===== config.mk =====
export PLATFORM = sky130hd
export DESIGN_NAME = mem_access_unit
export DESIGN_NICKNAME = d
export VERILOG_FILES = /design/src/rtl/mem_access_unit.sv
export SDC_FILE = /design/constraint.sdc
export NUM_CORES = 1
export LEC_CHECK = 0
export ABC_AREA = 1
export ABC_CLOCK_PERIOD_IN_PS = 1200
export CORE_MARGIN = 4
export CORE_UTILIZATION = 30
export CTS_CLUSTER_DIAMETER = 150
export DETAILED_ROUTE_END_ITERATION = 10
export SLEW_MARGIN = 25
export SYNTH_ARGS = -nofsm -noshare
export SYNTH_HDL_FRONTEND = slang
export SYNTH_SLANG_ARGS = --single-unit

===== constraint.sdc =====
create_clock -name clk -period 1.2 [get_ports clk]
set_input_delay 0.24 -clock clk [delete_from_list [all_inputs] [get_ports clk]]
set_output_delay 0.24 -clock clk [all_outputs]
set_load 0.02 [all_outputs]

===== src/rtl/mem_access_unit.sv =====
// rtl/mem_access_unit.sv - MEM-stage data-memory access unit with stall, timeout and load extension
module mem_access_unit #(
    parameter int TIMEOUT = 0,
    parameter int CNT_W   = 16
) (
    input  logic        clk,
    input  logic        rst,
    input  logic        req_valid,
    input  logic        is_load,
    input  logic        is_store,
    input  logic        trap_in,
    input  logic [31:0] addr_aligned,
    input  logic [1:0]  bit_shift,
    input  logic [2:0]  funct3,
    input  logic [3:0]  wmask,
    input  logic [3:0]  rmask,
    input  logic [31:0] write_data,
    output logic        dmem_read,
    output logic        dmem_write,
    output logic [31:0] dmem_addr,
    output logic [3:0]  dmem_wmask,
    output logic [31:0] dmem_wdata,
    input  logic [31:0] dmem_rdata,
    input  logic        dmem_resp,
    output logic        stall,
    output logic [31:0] load_data,
    output logic        mem_err,
    output logic        done
);

    typedef enum logic [1:0] {
        S_IDLE   = 2'd0,
        S_ACCESS = 2'd1,
        S_DONE   = 2'd2
    } state_t;

    localparam logic [CNT_W-1:0] TO_LAST = (TIMEOUT == 0) ? '0 : CNT_W'(TIMEOUT - 1);

    state_t           r_state;
    state_t           w_next;
    logic [CNT_W-1:0] r_cnt;
    logic [2:0]       r_funct3;
    logic [1:0]       r_shift;
    logic [3:0]       r_rmask;
    logic             r_dmem_read;
    logic             r_dmem_write;
    logic [31:0]      r_dmem_addr;
    logic [3:0]       r_dmem_wmask;
    logic [31:0]      r_dmem_wdata;
    logic [31:0]      r_load_data;
    logic             r_mem_err;
    logic             r_done;

    logic             w_mem_req;
    logic             w_timeout;
    logic             w_stall;
    logic [31:0]      w_rmask32;
    logic [31:0]      w_shifted;
    logic [31:0]      w_ext;

    assign w_mem_req = req_valid & (is_load | is_store) & ~trap_in;
    assign w_timeout = (TIMEOUT != 0) && (r_cnt == TO_LAST) && !dmem_resp;

    always_ff @(posedge clk) begin
        if (!rst) begin
            r_state <= S_IDLE;
        end else begin
            r_state <= w_next;
        end
    end

    always_comb begin
        w_next  = r_state;
        w_stall = 1'b0;
        case (r_state)
            S_IDLE: begin
                if (w_mem_req) begin
                    w_stall = 1'b1;
                    w_next  = S_ACCESS;
                end
            end
            S_ACCESS: begin
                w_stall = 1'b1;
                if (dmem_resp || w_timeout) begin
                    w_next = S_DONE;
                end
            end
            S_DONE:  w_next = S_IDLE;
            default: w_next = S_IDLE;
        endcase
    end

    // Bytes outside the latched read mask are cleared before alignment.
    assign w_rmask32 = {{8{r_rmask[3]}}, {8{r_rmask[2]}}, {8{r_rmask[1]}}, {8{r_rmask[0]}}};
    assign w_shifted = (dmem_rdata & w_rmask32) >> {r_shift, 3'b000};

    always_comb begin
        w_ext = 32'd0;
        case (r_funct3)
            3'b000:  w_ext = {{24{w_shifted[7]}}, w_shifted[7:0]};
            3'b100:  w_ext = {24'd0, w_shifted[7:0]};
            3'b001:  w_ext = {{16{w_shifted[15]}}, w_shifted[15:0]};
            3'b101:  w_ext = {16'd0, w_shifted[15:0]};
            3'b010:  w_ext = w_shifted;
            default: w_ext = 32'd0;
        endcase
    end

    always_ff @(posedge clk) begin
        if (!rst) begin
            r_cnt        <= '0;
            r_funct3     <= 3'd0;
            r_shift      <= 2'd0;
            r_rmask      <= 4'd0;
            r_dmem_read  <= 1'b0;
            r_dmem_write <= 1'b0;
            r_dmem_addr  <= 32'd0;
            r_dmem_wmask <= 4'd0;
            r_dmem_wdata <= 32'd0;
            r_load_data  <= 32'd0;
            r_mem_err    <= 1'b0;
            r_done       <= 1'b0;
        end else begin
            r_done <= 1'b0;
            case (r_state)
                S_IDLE: begin
                    if (w_mem_req) begin
                        r_dmem_addr  <= addr_aligned;
                        r_dmem_read  <= is_load;
                        r_dmem_write <= is_store;
                        r_dmem_wmask <= is_store ? wmask : 4'd0;
                        r_dmem_wdata <= write_data << {bit_shift, 3'b000};
                        r_funct3     <= funct3;
                        r_shift      <= bit_shift;
                        r_rmask      <= rmask;
                        r_cnt        <= '0;
                        r_mem_err    <= 1'b0;
                    end
                end
                S_ACCESS: begin
                    if (dmem_resp) begin
                        r_dmem_read  <= 1'b0;
                        r_dmem_write <= 1'b0;
                        r_mem_err    <= 1'b0;
                        r_done       <= 1'b1;
                        if (r_dmem_read) begin
                            r_load_data <= w_ext;
                        end
                    end else if (w_timeout) begin
                        r_dmem_read  <= 1'b0;
                        r_dmem_write <= 1'b0;
                        r_mem_err    <= 1'b1;
                        r_done       <= 1'b1;
                    end else if (r_cnt != {CNT_W{1'b1}}) begin
                        // Saturate so an unbounded wait never wraps.
                        r_cnt <= r_cnt + CNT_W'(1);
                    end
                end
                default: begin
                end
            endcase
        end
    end

    assign dmem_read  = r_dmem_read;
    assign dmem_write = r_dmem_write;
    assign dmem_addr  = r_dmem_addr;
    assign dmem_wmask = r_dmem_wmask;
    assign dmem_wdata = r_dmem_wdata;
    assign load_data  = r_load_data;
    assign mem_err    = r_mem_err;
    assign done       = r_done;
    assign stall      = w_stall;

endmodule


==> metrics.yaml <==
clocking:
  cts.sinks: 114
  cts_buffer_depth: 2
  ctsHoldBuffers: 0
  clkTransAtPathRegs_ns: 0.06
  cts_root_buffer: "clkbuf_16"
  numCtsBuffers: 17
  cts_tree: "done"
  htree_levels: 4
  clk_latency_ns: 0.41
yosys:
  ys_types: 30
  synth-edff-count: 0
  syn_area_sq_um: 5590
  ys_warn_count: 0
  async_reset_ff_share_pct: 0
  synth_nets: 890
  synth-seq-area-share_pct: 40.9
  syn_avg_cell_area_sq_um: 7.22
  synth_seq_cells: 114
  synth.area.top_cells: "dfxtp_1 (41%), nand2_1 (11%), nor2_1 (7.9%)"
  synthCells: 774
  synth_top_area_share_pct: 40.9
  synth_top_flop_cell: "dfxtp_1"
  yosysTopAreaCell: "dfxtp_1"
route:
  dr_total_vias: 6096
  wirelength_mm: 20.2
  viasPerCell: 4.76
  drt_iter0_drc: 221
  first_pass_iters: 7
  routedWlPerCell_um: 15.8
  drcViolationCount: 0
  ant_nets: 0
floorplan:
  rows: 49
  die_area_sq_um: 20900
  initial_core_util_pct: 30.8
  fp.dieW_um: 144
  core_sq_um: 18100
  die_h_um: 144
  io_pins: 221
finish:
  fin_nets: 1156
  final_area_sq_um: 9340
  drive_gt1_share_pct: 35.6
  fin_util_pct: 51.5
  fin_cells: 1282
  antennaDiodeCount: 0
  syn_to_final_growth_pct: 67.2
setup_path:
  r2r_cells: 8
  path_class: "reg -> out"
  worstPathRequired_ns: 0.96
  path_max_fanout: 2
  critPathLaunchType: "register"
  cp.arrival_ns: 1.19
  end_kind: "output port"
timing:
  finClkSkew_ns: 0.00836
  grt_setup_unrepaired: "true"
  report.final.slew_viol_count: 0
  fmax_mhz: 699
  worst_slack_ns: -0.232
  fin_crit_sh_pct: 119
  layout_min_cycle_time_ns: 1.43
  hold_violations: 0
  fin_hold_ws_ns: 0.257
  finalSetupViolCount: 97
min_path:
  min_path_cells: 5
  hp-class: "in -> reg"
global_routing:
  grt_pass1_wl_mm: 29.8
  overflow: 0
  use_met1_pct: 22.2
  grt_use_met3_pct: 5.75
  grt.met2_usage_pct: 30.8
  grt_util_all_layers_pct: 18.3
  grt_max_degree: 40
  grt-busiest-layer: "met2"
  grt_pass1_vias: 5708
  antenna_found_initial: 0
pwr:
  leakagePower_nw: 4.12
  peakVddDrop_v: 0.000941
  powerDensity_nw_per_um2: 1200
run_status:
  failed_checks: "setup timing"
  outcome: "finished with violations"
placed_design:
  gp_congestion: 0.911
  dp_hpwl_mm: 14.9
  dp.cells: 1231
  place_area_sq_um: 8500
  port_buffers: 219
flow_run:
  drv_cap: 0
[metal layers]
layer	share of wire, %	routed length (um)
met4	1.5	312
met1	41	8260
met3	8.9	1810
met5	0	0
met2	49	9860
[layout make-up]
cell class	instances	area (sq um)
fillers	1811	8810
repair buffers	308	2910
multi-input cells	565	3080
clock inverters	15	158
clock buffers	17	425
well taps	229	287
inverters	34	150
flip-flops and latches	114	2320
[cells in the mapped netlist, types with 5 or more instances]
library cell,count
nor2_2,5
o211ai_2,7
nor3_1,5
nand2_1,168
nand3_1,73
nand2_2,12
inv_1,26
clkbuf_1,21
a21oi_1,52
buf_2,23
inv_2,7
nand3_2,17
a22oi_1,16
buf_4,9
buf_6,6
nor2_1,117
a21oi_2,12
dfxtp_1,114
o21ai_0,63
[worst max-delay path, stage by stage, from the launching register on]
cell and delay, ns:
dfxtp_4 0.36, nor2_4 0.13, nand3_4 0.10, nand2_4 0.09, buf_6 0.11
[logic make-up (layout without fill, tap and decap cells)]
kind of cell           Yosys count  after routing  share of synthesized area (%)
and+or+nand+nor                404            404                           32.9
AOI/OAI and AO/OA              160            160                           17.7
DFF                            114            114                           40.9
buffers and inverters           95            374                           8.40
other                            1              1                         0.0671
[power by group]
part / switching (mW) / total, mW / internal, mW
logic: 1.10 / 2.15 / 1.05
registers: 0.0997 / 4.03 / 3.93
clock network: 1.93 / 5.01 / 3.07
total: 3.13 / 11.2 / 8.06
[registers in the layout, summed over array words and instances (netlist names), 2 cells and up]
signal / flops
dmem_addr: 32
dmem_wdata: 32
dmem_wmask: 4
load_data: 32
r_funct3: 3
r_rmask: 4
r_shift: 2
r_state: 2
[worst paths after layout]
kind | start | to | slack [ns]
worst min-delay path | is_store | dmem_wmask[2]$_SDFFE_PN0P_ | 0.26
worst max register to register | r_state[0]$_SDFFE_PN0P_ | load_data[5]$_SDFFE_PN0P_ | -0.19
worst max-delay path | r_state[0]$_SDFFE_PN0P_ | stall | -0.23
worst min register to register | load_data[6]$_SDFFE_PN0P_ | load_data[6]$_SDFFE_PN0P_ | 0.46
[metrics by stage]
stage	power, mW	setup WS, ns	TNS (ns)
2_1_floorplan	5.08	-0.0101	-0.0137
3_5_place_dp	6.13	-0.708	-60.86
5_1_grt	11.7	-0.291	-14.17
4_1_cts	11.1	-0.221	-11.82
3_3_place_gp	6.13	-0.671	-57.67
6_report	11.2	-0.232	-6.95
[cell usage in the layout, fill, tap and decap left out, types with 19 or more instances in the layout]
master	instances
o21ai_0	25
dfxtp_2	21
o21ai_2	19
nand3_1	70
buf_12	21
dfxtp_1	89
o21ai_1	19
nor2_1	117
nand3_2	19
a21oi_1	46
clkdlybuf4s50_1	112
inv_1	24
buf_4	91
nand2_1	158
buf_2	58
clkbuf_16	23
[what timing repair did]
item / 4_1_cts / 5_1_grt
pin swaps: 4 / 7
cloned: 0 / 6
resized for setup: 443 / 164
buffers inserted: 8 / 6
endpoints found under the setup margin: 213 / 145
(Power assumes the default switching activity.)
